<file path="src/rtl/instruction_fetch.sv">
// Fetch stage: owns the program counter, addresses the combinational instruction
// memory and captures each fetched word with its PC+4 into the IF/ID register.
module instruction_fetch #(
    parameter logic [31:0] RESET_PC   = 32'h0000_0000,
    parameter int          IMEM_DEPTH = 16
) (
    input  logic        clk,
    input  logic        rst_n,
    input  logic        stall,
    input  logic        flush,
    input  logic        branch_taken,
    input  logic [31:0] branch_target,
    input  logic        jump,
    input  logic [25:0] jump_index,
    output logic [31:0] instr_addr,
    input  logic [31:0] instr,
    output logic [31:0] pc,
    output logic [31:0] if_id_instr,
    output logic [31:0] if_id_pc_plus4,
    output logic        if_id_valid,
    output logic        addr_fault
);

    localparam logic [29:0] IDX_MASK         = 30'(IMEM_DEPTH - 1);
    localparam logic [31:0] RESET_PC_ALIGNED = {RESET_PC[31:2], 2'b00};
    localparam logic [31:0] NOP              = 32'h0000_0000;

    function automatic logic [31:0] align_word(input logic [31:0] addr);
        return {addr[31:2], 2'b00};
    endfunction

    function automatic logic beyond_imem(input logic [31:0] addr);
        return {2'b00, addr[31:2]} >= 32'(IMEM_DEPTH);
    endfunction

    logic [31:0] pc_p0;
    logic [31:0] pc_plus4_p0;
    logic [31:0] jump_target_p0;
    logic [31:0] target_raw_p0;
    logic [31:0] pc_next_p0;
    logic        redirect_p0;
    logic        misaligned_p0;
    logic        oor_p0;

    logic [31:0] instr_p1;
    logic [31:0] pc_plus4_p1;
    logic        vld_p1;
    logic        fault_q;

    // ---- stage p0: next-PC selection and memory addressing ----
    assign pc_plus4_p0    = pc_p0 + 32'd4;
    // The jump region comes from the PC+4 of the jump itself, now sitting in IF/ID.
    assign jump_target_p0 = {pc_plus4_p1[31:28], jump_index, 2'b00};
    assign redirect_p0    = jump | branch_taken;
    assign target_raw_p0  = jump ? jump_target_p0 : branch_target;
    assign misaligned_p0  = redirect_p0 && (target_raw_p0[1:0] != 2'b00);
    assign oor_p0         = beyond_imem(pc_p0);
    assign instr_addr     = {2'b00, pc_p0[31:2] & IDX_MASK};

    always_comb begin
        pc_next_p0 = pc_plus4_p0;
        if (redirect_p0) begin
            pc_next_p0 = align_word(target_raw_p0);
        end else if (stall) begin
            pc_next_p0 = pc_p0;
        end
    end

    always_ff @(posedge clk or negedge rst_n) begin
        if (!rst_n) begin
            pc_p0   <= RESET_PC_ALIGNED;
            fault_q <= 1'b0;
        end else begin
            pc_p0   <= pc_next_p0;
            fault_q <= fault_q | misaligned_p0 | oor_p0;
        end
    end

    // ---- stage p1: IF/ID register ----
    // A redirect squashes the word fetched down the wrong path, costing one bubble.
    always_ff @(posedge clk or negedge rst_n) begin
        if (!rst_n) begin
            instr_p1    <= NOP;
            pc_plus4_p1 <= 32'd0;
            vld_p1      <= 1'b0;
        end else if (flush || redirect_p0) begin
            instr_p1    <= NOP;
            pc_plus4_p1 <= pc_plus4_p0;
            vld_p1      <= 1'b0;
        end else if (!stall) begin
            instr_p1    <= instr;
            pc_plus4_p1 <= pc_plus4_p0;
            vld_p1      <= 1'b1;
        end
    end

    assign pc             = pc_p0;
    assign if_id_instr    = instr_p1;
    assign if_id_pc_plus4 = pc_plus4_p1;
    assign if_id_valid    = vld_p1;
    assign addr_fault     = fault_q;

endmodule

</file>
<file path="config.mk">
export PLATFORM = sky130hd
export DESIGN_NAME = instruction_fetch
export DESIGN_NICKNAME = d
export VERILOG_FILES = /design/src/rtl/instruction_fetch.sv
export SDC_FILE = /design/constraint.sdc
export NUM_CORES = 1
export LEC_CHECK = 0
export ABC_CLOCK_PERIOD_IN_PS = 4800
export BUFFER_PORTS_ARGS = -buffer_cell sky130_fd_sc_hd__buf_4
export CORE_MARGIN = 2
export CORE_UTILIZATION = 25
export CTS_CLUSTER_SIZE = 28
export DETAILED_ROUTE_END_ITERATION = 8
export SETUP_SLACK_MARGIN = 0.15
export SLEW_MARGIN = 20
export SYNTH_ARGS = -nofsm -noshare
export SYNTH_HDL_FRONTEND = slang
export SYNTH_SLANG_ARGS = --single-unit
</file>
<file path="constraint.sdc">
create_clock -name clk -period 4.8 [get_ports clk]
set_input_delay 0.72 -clock clk [delete_from_list [all_inputs] [get_ports clk]]
set_output_delay 0.72 -clock clk [all_outputs]
set_load 0.02 [all_outputs]
</file>
# Yosys cells after proc, flatten, opt, wreduce, memory -nomap -nowiden
# Cells that the tools add are included.
# totals
register_bits	98
latchBits	0
ramBits	0
rom_bits	0
elab_cells	23
memories	0
# op_classes
addsub	1
mul	0
div_mod_pow	0
magnitude_cmp	1
n_eq_ne	2
shift	0
muxes	8
bitwise_logic	3
reduce_logical	3
# op_table
operator	n
2-to-1 mux 32 bit	6
adder 32 x 3 -> 32 bit, second input constant	1
>= comparator 30 x 5 -> 1 bit, second input constant	1
!= test 2 x 1 -> 1 bit, second input constant	2
OR 1 bit	3
2-to-1 mux 1 bit	2
nonzero test 2 bit	1
logical AND 1 bit	1
logical OR 1 bit	1

# Depth between registers and ports, before layout
# logic_depth
ltp_word	5
ltp_mapped	8
mapped_depth_nobuf	6

# Worst setup path after synthesis
# Ideal clock, no wire load.
# synth_path
kind	register to register
startpoint	reg pc_p0[2], in the netlist pc[2]
endpoint	reg pc_p0[24], in the netlist pc[24]
t_arrival_ns	2.007
path_slack_ns	2.663
stages_incl_launch_ff	6
synth_period_minus_slack_ns	2.137
cell_sequence	dfrtp_1 ha_1 nand3_1 or4_2 nor4_1 nor3_1
# synth_via
elab_chain_len	3
# synth_rtl
element	line	rtl
start, declared	36	logic [31:0] pc_p0;
start signal, assigned	74	pc_p0 <= pc_next_p0;
adder 32 x 3 -> 32 bit	51	assign pc_plus4_p0 = pc_p0 + 32'd4;
2-to-1 mux 32 bit	64	end else if (stall) begin
2-to-1 mux 32 bit	62	if (redirect_p0) begin
# Every way passes these cells. The select of a mux whose other input is x is not followed.
# A chain may end at the register's enable or synchronous reset.

# Worst setup path in the final report
# layout_path
startpoint	reg pc_p0[2], in the netlist pc[2]
endpoint	reg pc_plus4_p1[22], in the netlist if_id_pc_plus4[22]
# layout_via
elab_chain_len	3
# layout_rtl
element	line	rtl
adder 32 x 3 -> 32 bit *	51	
2-to-1 mux 32 bit	90	end else if (!stall) begin
2-to-1 mux 32 bit *	86	end else if (flush || redirect_p0) begin
end signal, assigned	88	pc_plus4_p1 <= pc_plus4_p0;
end signal, assigned	92	pc_plus4_p1 <= pc_plus4_p0;
end, declared	46	logic [31:0] pc_plus4_p1;
# Every way passes the cells marked *; elsewhere a longest branch is shown, timed or not. The select of a mux whose other input is x is not followed.

==> results.sh <==
export IMPL_num_vias=5274
export IMPL_ios=226
export IMPL_path_delay_family="simple AND/OR/NAND/NOR gates"
export IMPL_slowest_delay_ns=0.58
export IMPL_critPathLaunchType="flip-flop"
export IMPL_cp_max_fo=12
export IMPL_status="complete, no violations"
export IMPL_totalPowerFinal_mw=2.34
export IMPL_antenna_cells=0
export IMPL_core_mm2=0.0218
export IMPL_ys_flop_type="dfrtp_1"
export IMPL_synth_compound_area_share_pct=23.6
export IMPL_cts_resized=0
export IMPL_synth_fa_ha_area_share_pct=0.450
export IMPL_grt_pass1_wl_mm=29.4
export IMPL_peakVddDrop_mv=0.164
export IMPL_grt_overflow=0
export IMPL_cts_tree="yes"
export IMPL_rows=54
export IMPL_crit_path_end_kind="flip-flop"
export IMPL_rsz0062_at_grt="no"
export IMPL_synth_seq_cells=94
export IMPL_synth_warnings=0
export IMPL_clk_latency_ns=0.35
export IMPL_clk_pin_slew_ns=0.07
export IMPL_drc=0
export IMPL_cp_num_buf_inv=0
export IMPL_hpwl_mm=14.0
export IMPL_synth_cell_types=64
export IMPL_areaGrowthSynthToFinish_pct=31.8
export IMPL_synth_top_family_by_area="compound AO/OA/AOI/OAI gates"
export IMPL_setup_viol=0
export IMPL_place_inst=1021
export IMPL_synthTopCellsByCount="dfrtp_1, nand2_1, a22o_1"
export IMPL_n_fill_cell=2311
export IMPL_synth_most_common_cell="dfrtp_1"
export IMPL_post_cts_buffers=0
export IMPL_final_nets=850
export IMPL_cts_htree_levels=3
export IMPL_cellPowerDensity_mw_per_mm2=319
export IMPL_antenna_found_initial=0
export IMPL_vias_per_cell=5.09
export IMPL_synth_top_area_share_pct=42.3
export IMPL_fmaxAchievable_mhz=373
export IMPL_numCtsBuffers=9
export IMPL_die_h_um=153
export IMPL_synth_edff_count=0
export IMPL_postCtsHoldBufs=0
export IMPL_critical_path_class="flip-flop to flip-flop"
export IMPL_synth_cells=603
export IMPL_place_ws_ns=1.83
export IMPL_gp_congestion=0.799
export IMPL_root_buffer="clkbuf_16"
export IMPL_maxSlewHeadroom_pct=30.9
export IMPL_hold_path_class="input port to asynchronous set/reset pin"
export IMPL_die_area_mm2=0.0235
export IMPL_yosys_area_share_simple_pct=19.4
export IMPL_crit_chain="ha_1 -> and3_1 -> nand3_1 -> or4_1 -> a31oi_1"
export IMPL_regArea_mm2=0.00235
export IMPL_final_hold_viol_count=0
export IMPL_drive_gt1_share_pct=30.5
export IMPL_finish_utilization_pct=33.6
export IMPL_first_pass_iters=5
export IMPL_final_cells=1037
export IMPL_multi_input_comb_area_mm2=0.00277
export IMPL_wire_per_inst_um=18.6
export IMPL_clock_path_buffers=2
export IMPL_numPortBuffers=193
export IMPL_drtIter0Drc=387
export IMPL_crit_slowest_cell="dfrtp_1"
export IMPL_grt_use_total_pct=15.9
export IMPL_finClkSkew_ns=0.00692
export IMPL_setup_tns_ns=0
export IMPL_arrival_ns=2.95
export IMPL_postSynth_asyncResetShare_pct=100
export IMPL_maxCapViolations=0
export IMPL_crit_required_ns=5.07
export IMPL_die_w_um=153
export IMPL_leakagePower_nw=3.31
export IMPL_fin_crit_sh_pct=55.8
export IMPL_tightest_slew_ns=1.03
export IMPL_grt_max_degree=66
export IMPL_slew_viol_final=0
export IMPL_synthMuxAreaShare_pct=1.64
export IMPL_ant_nets=0
export IMPL_totalWireLength_mm=19.3
export IMPL_finalWorstSetupSlack_ns=2.12
export IMPL_ys_top_cells_by_area="dfrtp_1, a22o_1, buf_4"
export IMPL_start_util_pct=25.5
export IMPL_grt_pass1_vias=4893
export IMPL_synth_xor_area_share_pct=2.36
export IMPL_syn_area_per_cell_um2=9.23
export IMPL_clock_sinks=94
export IMPL_ys_seq_area_share_pct=42.3
export IMPL_synth_top_area_cell="dfrtp_1"
export IMPL_final_min_clock_period_ns=2.68
export IMPL_netlist_area_mm2=0.00557
## sequential cells by signal, indices dropped and copies added, names as in the netlist
| register | cells |
|---|---|
| if_id_pc_plus4 | 30 |
| if_id_instr | 32 |
| pc | 30 |
| if_id_valid | 1 |
| addr_fault | 1 |
## metrics by stage
stage	area, um2	hold slack (ns)
6_report	7330	0.462
5_1_grt	7330	0.516
3_5_place_dp	7010	0.463
2_1_floorplan	5680	0.424
4_1_cts	7330	0.479
3_3_place_gp	7010	0.455
## kinds of logic (layout without fill, tap and decap cells)
group	count (synthesis)	count (layout)
adder cells (fa/ha/maj)	2	2
XOR/XNOR	15	15
other	1	32
AO/OA/AOI/OAI	184	184
multiplexers	9	9
buffers and inverters	103	226
AND/OR/NAND/NOR	195	195
flip-flops	94	94
## report_power, final
part           total, mW  internal, mW  switching [mW]
registers          0.980         0.860           0.120
logic              0.548         0.237           0.310
clock network      0.810         0.465           0.345
## path summary, 6_finish.rpt
| check | from | end | slack, ns | depth (start not counted) |
|---|---|---|---|---|
| min in group clk | if_id_pc_plus4[3] | if_id_pc_plus4[3] | 0.47 | 2 |
| min reg2reg | if_id_pc_plus4[3] | if_id_pc_plus4[3] | 0.47 | 2 |
| max in group asynchronous | rst_n | pc[9] | 3.39 | 2 |
| max | pc[2] | if_id_pc_plus4[22] | 2.12 | 5 |
| max reg2reg | pc[2] | if_id_pc_plus4[22] | 2.12 | 5 |
| min | rst_n | if_id_instr[5] | 0.46 | 1 |
## layout by cell type, fill, tap and decap left out, drive strengths merged, types with 10 or more instances in the layout
master  count
a211oi     11
a21oi      10
a22o       46
a31oi      19
buf       198
conb       32
dfrtp      94
inv        15
nand2      51
nand3      12
nand4      21
nor2       25
nor3       20
nor4       20
o21ai      39
o22ai      13
or4        11
xnor2      11
## routing by layer
layer  vias to the layer above  GRT usage, %  part of all wire, %
li1                       2504             -                    -
met1                      2533          22.0                   45
met2                       214          25.3                   47
met3                        23          3.40                  6.2
met4                         0          4.10                  1.6
met5                         -             0                    0
## layout make-up
class                      instances  area share (%)
clock inverter                     7            1.42
tap                              280            4.78
sequential                        94            32.1
timing repair buffer             198            20.3
multi-input combinational        437            37.8
inverter                          12           0.614
clock buffer                       9            3.07
Note: power is estimated with default switching activity, not from simulation.
